===== src/rtl/cnt_mod_bcd.sv =====
// Two-digit BCD modulo-MOD counter with up/down stepping, guarded preset and
// carry/terminal-count flags for zero-latency cascading of clock stages.
module cnt_mod_bcd #(
  parameter int MOD = 60
) (
  input  logic       CLK,
  input  logic       RST,
  input  logic       CLR,
  input  logic       EN,
  input  logic       INC,
  input  logic       DN,
  input  logic       LD,
  input  logic [3:0] DH,
  input  logic [3:0] DL,
  output logic [3:0] QH,
  output logic [3:0] QL,
  output logic       CA,
  output logic       TC
);

  localparam logic [3:0] TH_LIM = 4'((MOD - 1) / 10);
  localparam logic [3:0] TL_LIM = 4'((MOD - 1) % 10);
  localparam logic [7:0] TOP    = 8'(MOD - 1);

  logic [3:0] qh_p0;
  logic [3:0] ql_p0;
  logic       at_top;
  logic       at_zero;
  logic       step;
  logic [7:0] nxt_up;
  logic [7:0] nxt_dn;

  function automatic logic [7:0] bcd_up(input logic [3:0] h, input logic [3:0] l);
    logic [7:0] r;
    if (h == TH_LIM && l == TL_LIM)
      r = 8'h00;
    else if (l == 4'd9)
      r = {h + 4'd1, 4'd0};
    else
      r = {h, l + 4'd1};
    return r;
  endfunction

  function automatic logic [7:0] bcd_dn(input logic [3:0] h, input logic [3:0] l);
    logic [7:0] r;
    if (h == 4'd0 && l == 4'd0)
      r = {TH_LIM, TL_LIM};
    else if (l == 4'd0)
      r = {h - 4'd1, 4'd9};
    else
      r = {h, l - 4'd1};
    return r;
  endfunction

  // Both digits must be BCD and the binary value must sit inside 0..MOD-1.
  function automatic logic preset_ok(input logic [3:0] h, input logic [3:0] l);
    logic [7:0] v;
    v = 8'(h) * 8'd10 + 8'(l);
    return (h <= 4'd9) && (l <= 4'd9) && (v <= TOP);
  endfunction

  always_comb begin
    at_top  = (qh_p0 == TH_LIM) && (ql_p0 == TL_LIM);
    at_zero = (qh_p0 == 4'd0) && (ql_p0 == 4'd0);
    step    = EN | INC;
    nxt_up  = bcd_up(qh_p0, ql_p0);
    nxt_dn  = bcd_dn(qh_p0, ql_p0);
    TC      = DN ? at_zero : at_top;
    // Only the enable tick may carry; manual INC and any overriding control mask it.
    CA      = EN & TC & ~LD & ~CLR & RST;
  end

  // Stage p0: digit state register
  always_ff @(posedge CLK) begin
    if (!RST) begin
      qh_p0 <= 4'd0;
      ql_p0 <= 4'd0;
    end else if (CLR) begin
      qh_p0 <= 4'd0;
      ql_p0 <= 4'd0;
    end else if (LD) begin
      if (preset_ok(DH, DL)) begin
        qh_p0 <= DH;
        ql_p0 <= DL;
      end
    end else if (step) begin
      {qh_p0, ql_p0} <= DN ? nxt_dn : nxt_up;
    end
  end

  assign QH = qh_p0;
  assign QL = ql_p0;

endmodule


===== config.mk =====
export PLATFORM = sky130hd
export DESIGN_NAME = cnt_mod_bcd
export DESIGN_NICKNAME = d
export VERILOG_FILES = /design/src/rtl/cnt_mod_bcd.sv
export SDC_FILE = /design/constraint.sdc
export NUM_CORES = 1
export LEC_CHECK = 0
export ABC_AREA = 1
export CAP_MARGIN = 20
export CORE_MARGIN = 5
export CORE_UTILIZATION = 30
export DETAILED_ROUTE_END_ITERATION = 10
export HOLD_SLACK_MARGIN = 0.05
export MAX_ROUTING_LAYER = met4
export SETUP_SLACK_MARGIN = 0.05
export SYNTH_ARGS = -nofsm -noshare
export SYNTH_HDL_FRONTEND = slang
export SYNTH_SLANG_ARGS = --single-unit

===== constraint.sdc =====
create_clock -name CLK -period 5.1 [get_ports CLK]
set_clock_uncertainty 0.05 [all_clocks]
set_input_delay 0.51 -clock CLK [delete_from_list [all_inputs] [get_ports CLK]]
set_output_delay 0.51 -clock CLK [all_outputs]
set_load 0.01 [all_outputs]

==> results of run 1 <==
routing by layer:
metal	vias up	part of all wire [%]	track usage [%]	routed length, um
met2	41	44	18.0	1210
met3	4	5.3	1.59	145
met5	-	0	-	0
met4	0	0.70	2.55	19
met1	513	50	14.4	1350
li1	627	-	-	-
worst min-delay path: stages, from the launching register on:
cell     delay (ns)
dfxtp_1        0.35
inv_1          0.10
a21oi_2        0.05
path summary, 6_finish.rpt:
| path | depth (start not counted) | slack (ns) | startpoint | end |
|---|---|---|---|---|
| hold reg to reg | 2 | 0.50 | QL[0]$_SDFFE_PP0P_ | QL[0]$_SDFFE_PP0P_ |
| setup / recovery | 8 | 2.12 | DN | CA |
| hold / removal | 2 | 0.50 | QL[0]$_SDFFE_PP0P_ | QL[0]$_SDFFE_PP0P_ |
| setup reg to reg | 11 | 3.35 | QH[0]$_SDFFE_PP0P_ | QH[1]$_SDFFE_PP0P_ |
power breakdown:
group          internal [mW]  switching, mW  total (mW)
Combinational         0.0483         0.0622       0.110
Clock                 0.0269         0.0207      0.0476
Sequential            0.0661        0.00540      0.0715
metrics by stage:
step | setup slack (ns) | instances | utilization, % | cell area, um^2
2_1_floorplan | 2.68 | 178 | - | 1070
6_report | 2.12 | 248 | 40.5 | 1370
3_3_place_gp | 1.93 | 245 | 39.8 | 1350
3_5_place_dp | 1.88 | 245 | 39.8 | 1350
5_1_grt | 1.91 | 248 | 40.5 | 1370
4_1_cts | 2.10 | 248 | 40.5 | 1370
sequential cells by signal, indices dropped and copies added (netlist names):
register	cells
QH	4
QL	4
synth_stat cells, types with 2 or more instances:
library cell	count	area (um^2)
a21oi_1	8	40.0
a21oi_2	2	17.5
a31oi_1	2	12.5
dfxtp_1	8	160
fa_1	2	40.0
ha_1	10	125
inv_1	26	97.6
nand2_1	39	146
nand2_2	2	12.5
nand3_1	19	95.1
nand4_1	2	12.5
nor2_1	25	93.8
o211ai_1	2	15.0
o21ai_0	11	55.1
o21ai_1	3	15.0
xor2_1	6	52.6
final cells by class:
class                      instances  share of cell area, %
sequential                         8                   11.7
inverter                          27                   7.39
clock buffer                       3                   1.64
tap                               46                   4.20
timing repair buffer              24                   17.5
multi-input combinational        140                   57.6
cells by family after synthesis:
logic type | share of synthesized area [%]
flops | 15.0
compound gates | 15.9
simple gates | 37.5
fa+ha+maj | 15.4
buf+inv | 11.3
xor+xnor | 4.91
==> impl_results.md, run 1 <==
* Status: finished clean
* Placeable Area at 3390 um^2
* Cell Area, Synth at 1070 um^2
* Primary FF master, synth: dfxtp_1
* Hold_ws at 0.500 ns
* Global-route wire length before repair at 4480 um
* # fillers at 355
* Slowest stage cell, crit path: clkdlybuf4s50_1
* Crit path buf inv count at 4
* Async SR Flop Fraction at 0%
* RSZ-0062 raised after global routing: no
* Max-Cap Viols at 0
* Worst min-delay path category: reg -> reg
* Chip height at 69.8 um
* Synthesized Nets at 205
* Hpwl dp at 2200 um
* Slew margin rel. at 66.1%
* Pwr/cell area at 167 nW/um^2
* Sequential element share of the synthesized area at 15.0%
* Drt first pass iters at 5
* DIE WIDTH at 69.8 um
* Total CTS buffers at 3
* Congestion Overflow GR at 0
* Vias in the first global route at 1,040
* Routed vias at 1,185
* Clk root buf: clkbuf_4
* Worst-Skew Late Latency at 0.25 ns
* Initial antenna violation count at 0
* Max clock buf depth at 2
* Fin crit period at 2.98 ns
* Setup Fix Bufs, Post-CTS at 0
* Final ANT Viol Nets at 0
* Aggregate routed wire length at 2720 um
* Worst path arrival time at 2.42 ns
* Tot GR Track Use at 11.0%
* Cts repair resizes at 0
* Commonest cells after routing, fill and taps aside: 39 x nand2_1, 26 x inv_1, 25 x nor2_1
* Initial DRC count at 42
* Most common cell after layout, fill and taps aside: nand2_1
* Final setup vio count at 0
* Synthesis warning total at 0
* Crit path max-delay family: buffers and inverters
* Kind of critical path: in -> out
* I/O pins at 25
* Library cells used by synthesis at 27
* Worst-Margin Slew at 0.507 ns
* Layout cells sized above 1 at 5.45%
* Max IR drop VDD at 103 uV
* Clock transition at path regs at 0.06 ns
* Tcrit/Tclk final at 58.5%
* H-tree depth at 1
* Leak pwr at 0.634 nW
* Hold_buf cts at 0
* DRC viols at 0
* Pwr Total at 230 uW
* Setup TNS Final at 0 ns
* Max incr delay on CP at 0.60 ns
* Fmax at 335 MHz
* Full die area at 4870 um^2
* CTS tree: built
* Final Slew Violations at 0
* Critical Path RT at 4.54 ns
* Crit-path cells: clkdlybuf4s50_1 -> nand4_2 -> inv_1 -> nand2_1 -> a21oi_1 -> inv_1 -> nor2_1 -> clkdlybuf4s50_1
* CP endpoint kind: primary output
* Vias per cell at 4.78
* Initial Util at 31.6%
* EDFF count, synth at 0
* # diodes at 0
* Multi-input logic area at 790 um^2
* Startpoint Class: primary input
* Core Rows at 21
* Crit-path max FO at 6
* Clock tree sinks at 8
* Register bit total from synthesis at 8
* I/O Buffers at 24
* Largest net degree at the start of global routing at 14
* Register area at 160 um^2
* Syn avg cell area at 6.02 um^2
* Area growth from synthesis to layout at 28.0%
* Post-Syn Instances at 178
* Final Net Count at 231
* GPL Wtd Cong at 0.810
* Count of final hold-check violations at 0
* Wire per inst at 11.0 um
No activity file was read; power rests on OpenSTA's default activity.
==> run 2, diff against run 1 <==
clock period = 3 ns   (was 5.1 ns; I/O delays follow)
==> impl_results.md, run 2 (synthesis results as in run 1) <==
* Crit path max-delay family: adder cells
* Kind of critical path: in -> reg
* Full die area at 4870 um^2 (unchanged)
* Final Net Count at 236 (+2.2%)
* Most Crowded Layer GR: met2
* Area post-placement at 1390 um^2 (+2.8%)
* Worst-Margin Slew at 0.344 ns (-0.163 ns)
* Crit path from: DH[1]
* Final setup vio count at 0 (unchanged)
* Clock tree sinks at 8 (unchanged)
* Setup Fix Bufs, Post-CTS at 0 (unchanged)
* Vias per cell at 4.63 (-3.1%)
* I/O Buffers at 24 (unchanged)
* Hold EP: QL[0]$_SDFFE_PP0P_
* Grt met1 use at 15.6% (+1.2 points)
* Drt first pass iters at 4 (-1)
* Pwr Total at 395 uW (+72%)
* Crit-path max FO at 12 (+6)
* Worst-Skew Late Latency at 0.25 ns (about the same)
* Wire per inst at 10.7 um (-2.5%)
* Slew margin rel. at 77.0% (+11 points)
* RR Startpoint: QH[0]$_SDFFE_PP0P_
* Initial Util at 31.6% (unchanged)
* Worst path arrival time at 2.72 ns (+0.30 ns)
* Tot GR Track Use at 11.5% (+0.49 points)
* Slowest stage cell, crit path: fa_1
* Reg2Reg Setup Slack at 1.30 ns (-2.05 ns)
* # diodes at 0 (unchanged)
* Cts repair resizes at 0 (unchanged)
* Design Area, Final at 1410 um^2 (+2.7%)
* Routing usage on met2 at 18.0% (unchanged)
* Aggregate routed wire length at 2710 um (-0.55%)
* Most common cell after layout, fill and taps aside: nand2_1
* Clk root buf: clkbuf_4
* R2R cell count at 10 (-1)
* Fmax at 381 MHz
* RSZ-0062 raised after global routing: no
* H-tree depth at 1 (unchanged)
* Congestion Overflow GR at 0 (unchanged)
* Max-Cap Viols at 0 (unchanged)
* Chip height at 69.8 um (unchanged)
* Max IR drop VDD at 164 uV (+59%)
* Fin crit period at 2.62 ns
* Hold Startpoint: QL[0]$_SDFFE_PP0P_
* Crit-path cells: clkdlybuf4s50_1 -> ha_1 -> ha_1 -> fa_1 -> inv_1 -> nand3_1 -> nand2_1 -> nand3_1 -> nand2_1 -> nand2_1 -> nand2_1 -> nand2_2 -> inv_1 -> nor2_1 -> nor2_1
* CTS tree: built
* Layout cells sized above 1 at 7.73% (+2.3 points)
* Status: finished clean
* Commonest cells after routing, fill and taps aside: 39 x nand2_1, 26 x inv_1, 25 x nor2_1
* Clock transition at path regs at 0.05 ns (about the same)
* Global-route wire length before repair at 4660 um (+4.0%)
* Non-Filler Instances at 253 (+2.0%)
* DIE WIDTH at 69.8 um (unchanged)
* RR Endpoint: QH[0]$_SDFFE_PP0P_
* Pwr/cell area at 281 nW/um^2 (+68%)
* Vias in the first global route at 1,073 (+3.2%)
* Setup TNS Final at 0 ns (unchanged)
* Routed vias at 1,172 (-1.1%)
* Hold path cells at 2 (unchanged)
* Worst min-delay path category: reg -> reg
* Largest net degree at the start of global routing at 13 (-1)
* Hold_buf cts at 0 (unchanged)
* Total CTS buffers at 3 (unchanged)
* Worst slack, placed at 0.118 ns (-1.76 ns)
* Core Rows at 21 (unchanged)
* Post-layout util at 41.6% (+1.1 points)
* Initial DRC count at 61 (+45%)
* GPL Wtd Cong at 0.785 (-3.1%)
* Hold_ws at 0.496 ns (-0.00401 ns)
* Initial antenna violation count at 0 (unchanged)
* Startpoint Class: primary input
* Final ANT Viol Nets at 0 (unchanged)
* Fin worst setup slack at 0.378 ns (-1.74 ns)
* Critical Path RT at 3.10 ns (-1.44 ns)
* DRC viols at 0 (unchanged)
* Tcrit/Tclk final at 87.4%
* # fillers at 366 (+3.1%)
* Dpl cells at 250 (+2.0%)
* Crit path buf inv count at 3 (-1)
* Placeable Area at 3390 um^2 (unchanged)
* Count of final hold-check violations at 0 (unchanged)
* Met3 global-route usage at 1.45% (-0.14 points)
* CP endpoint kind: flop
* Area growth from synthesis to layout at 31.5%
* Most common cell on crit path: nand2_1
* Max incr delay on CP at 0.55 ns (-0.05 ns)
* Hpwl dp at 2220 um (+0.92%)
* Max clock buf depth at 2 (unchanged)
* I/O pins at 25 (unchanged)
* Leak pwr at 0.658 nW (+3.8%)
* Final Slew Violations at 0 (unchanged)
-- run 2: changes by cell type in the layout (fill, tap and decap cells not counted), sizes merged --
cell	change
buf	+5
-- run 2: layout make-up --
type	instances	area, um^2	area share (%)
Multi-Input combinational cell	140	790	56.0
Timing Repair Buffer	29	278	19.7
Sequential cell	8	160	11.4
Inverter	27	101	7.19
Tap cell	46	57.6	4.09
Clock buffer	3	22.5	1.60
-- run 2: worst max-delay path by stage --
| stage | to | slack [ns] | cells after the start |
|---|---|---|---|
| final | QL[3]$_SDFFE_PP0P_ | 0.38 | 15 |
| after global routing | QL[3]$_SDFFE_PP0P_ | 0.16 | 16 |
| after CTS | QL[3]$_SDFFE_PP0P_ | 0.38 | 15 |
| after detailed placement | QL[3]$_SDFFE_PP0P_ | 0.12 | 15 |
| after global placement | QL[3]$_SDFFE_PP0P_ | 0.15 | 13 |
| after floorplan | QH[0]$_SDFFE_PP0P_ | 0.79 | 14 |
-- run 2: where the power goes --
part,switching [mW],total (mW),internal [mW]
Clock,0.0347,0.0804,0.0456
Combinational,0.106,0.193,0.0867
Sequential,0.00928,0.122,0.112
-- run 2: worst reg2reg max path: stages (launching register included) --
cell and delay (ns):
dfxtp_1 0.45, inv_1 0.11, ha_1 0.24, nand2_1 0.07, nor2_1 0.05, o21ai_0 0.13, o21ai_0 0.11, o21bai_1 0.17
nand3_1 0.10, nand2_1 0.07, nor2_1 0.03
-- run 2: per-layer routing --
metal	routed length (um)	share of wire, %
met1	1380	51
met5	0	0
met2	1200	44
met3	125	4.6
met4	5	0.18
==> run 3, diff against run 2 <==
SKIP_LAST_GASP = 1   (was not set)
SLEW_MARGIN = 20   (was not set)
==> results of run 3 <==
The final DEF is identical to that of run 2; final timing and power are the same.
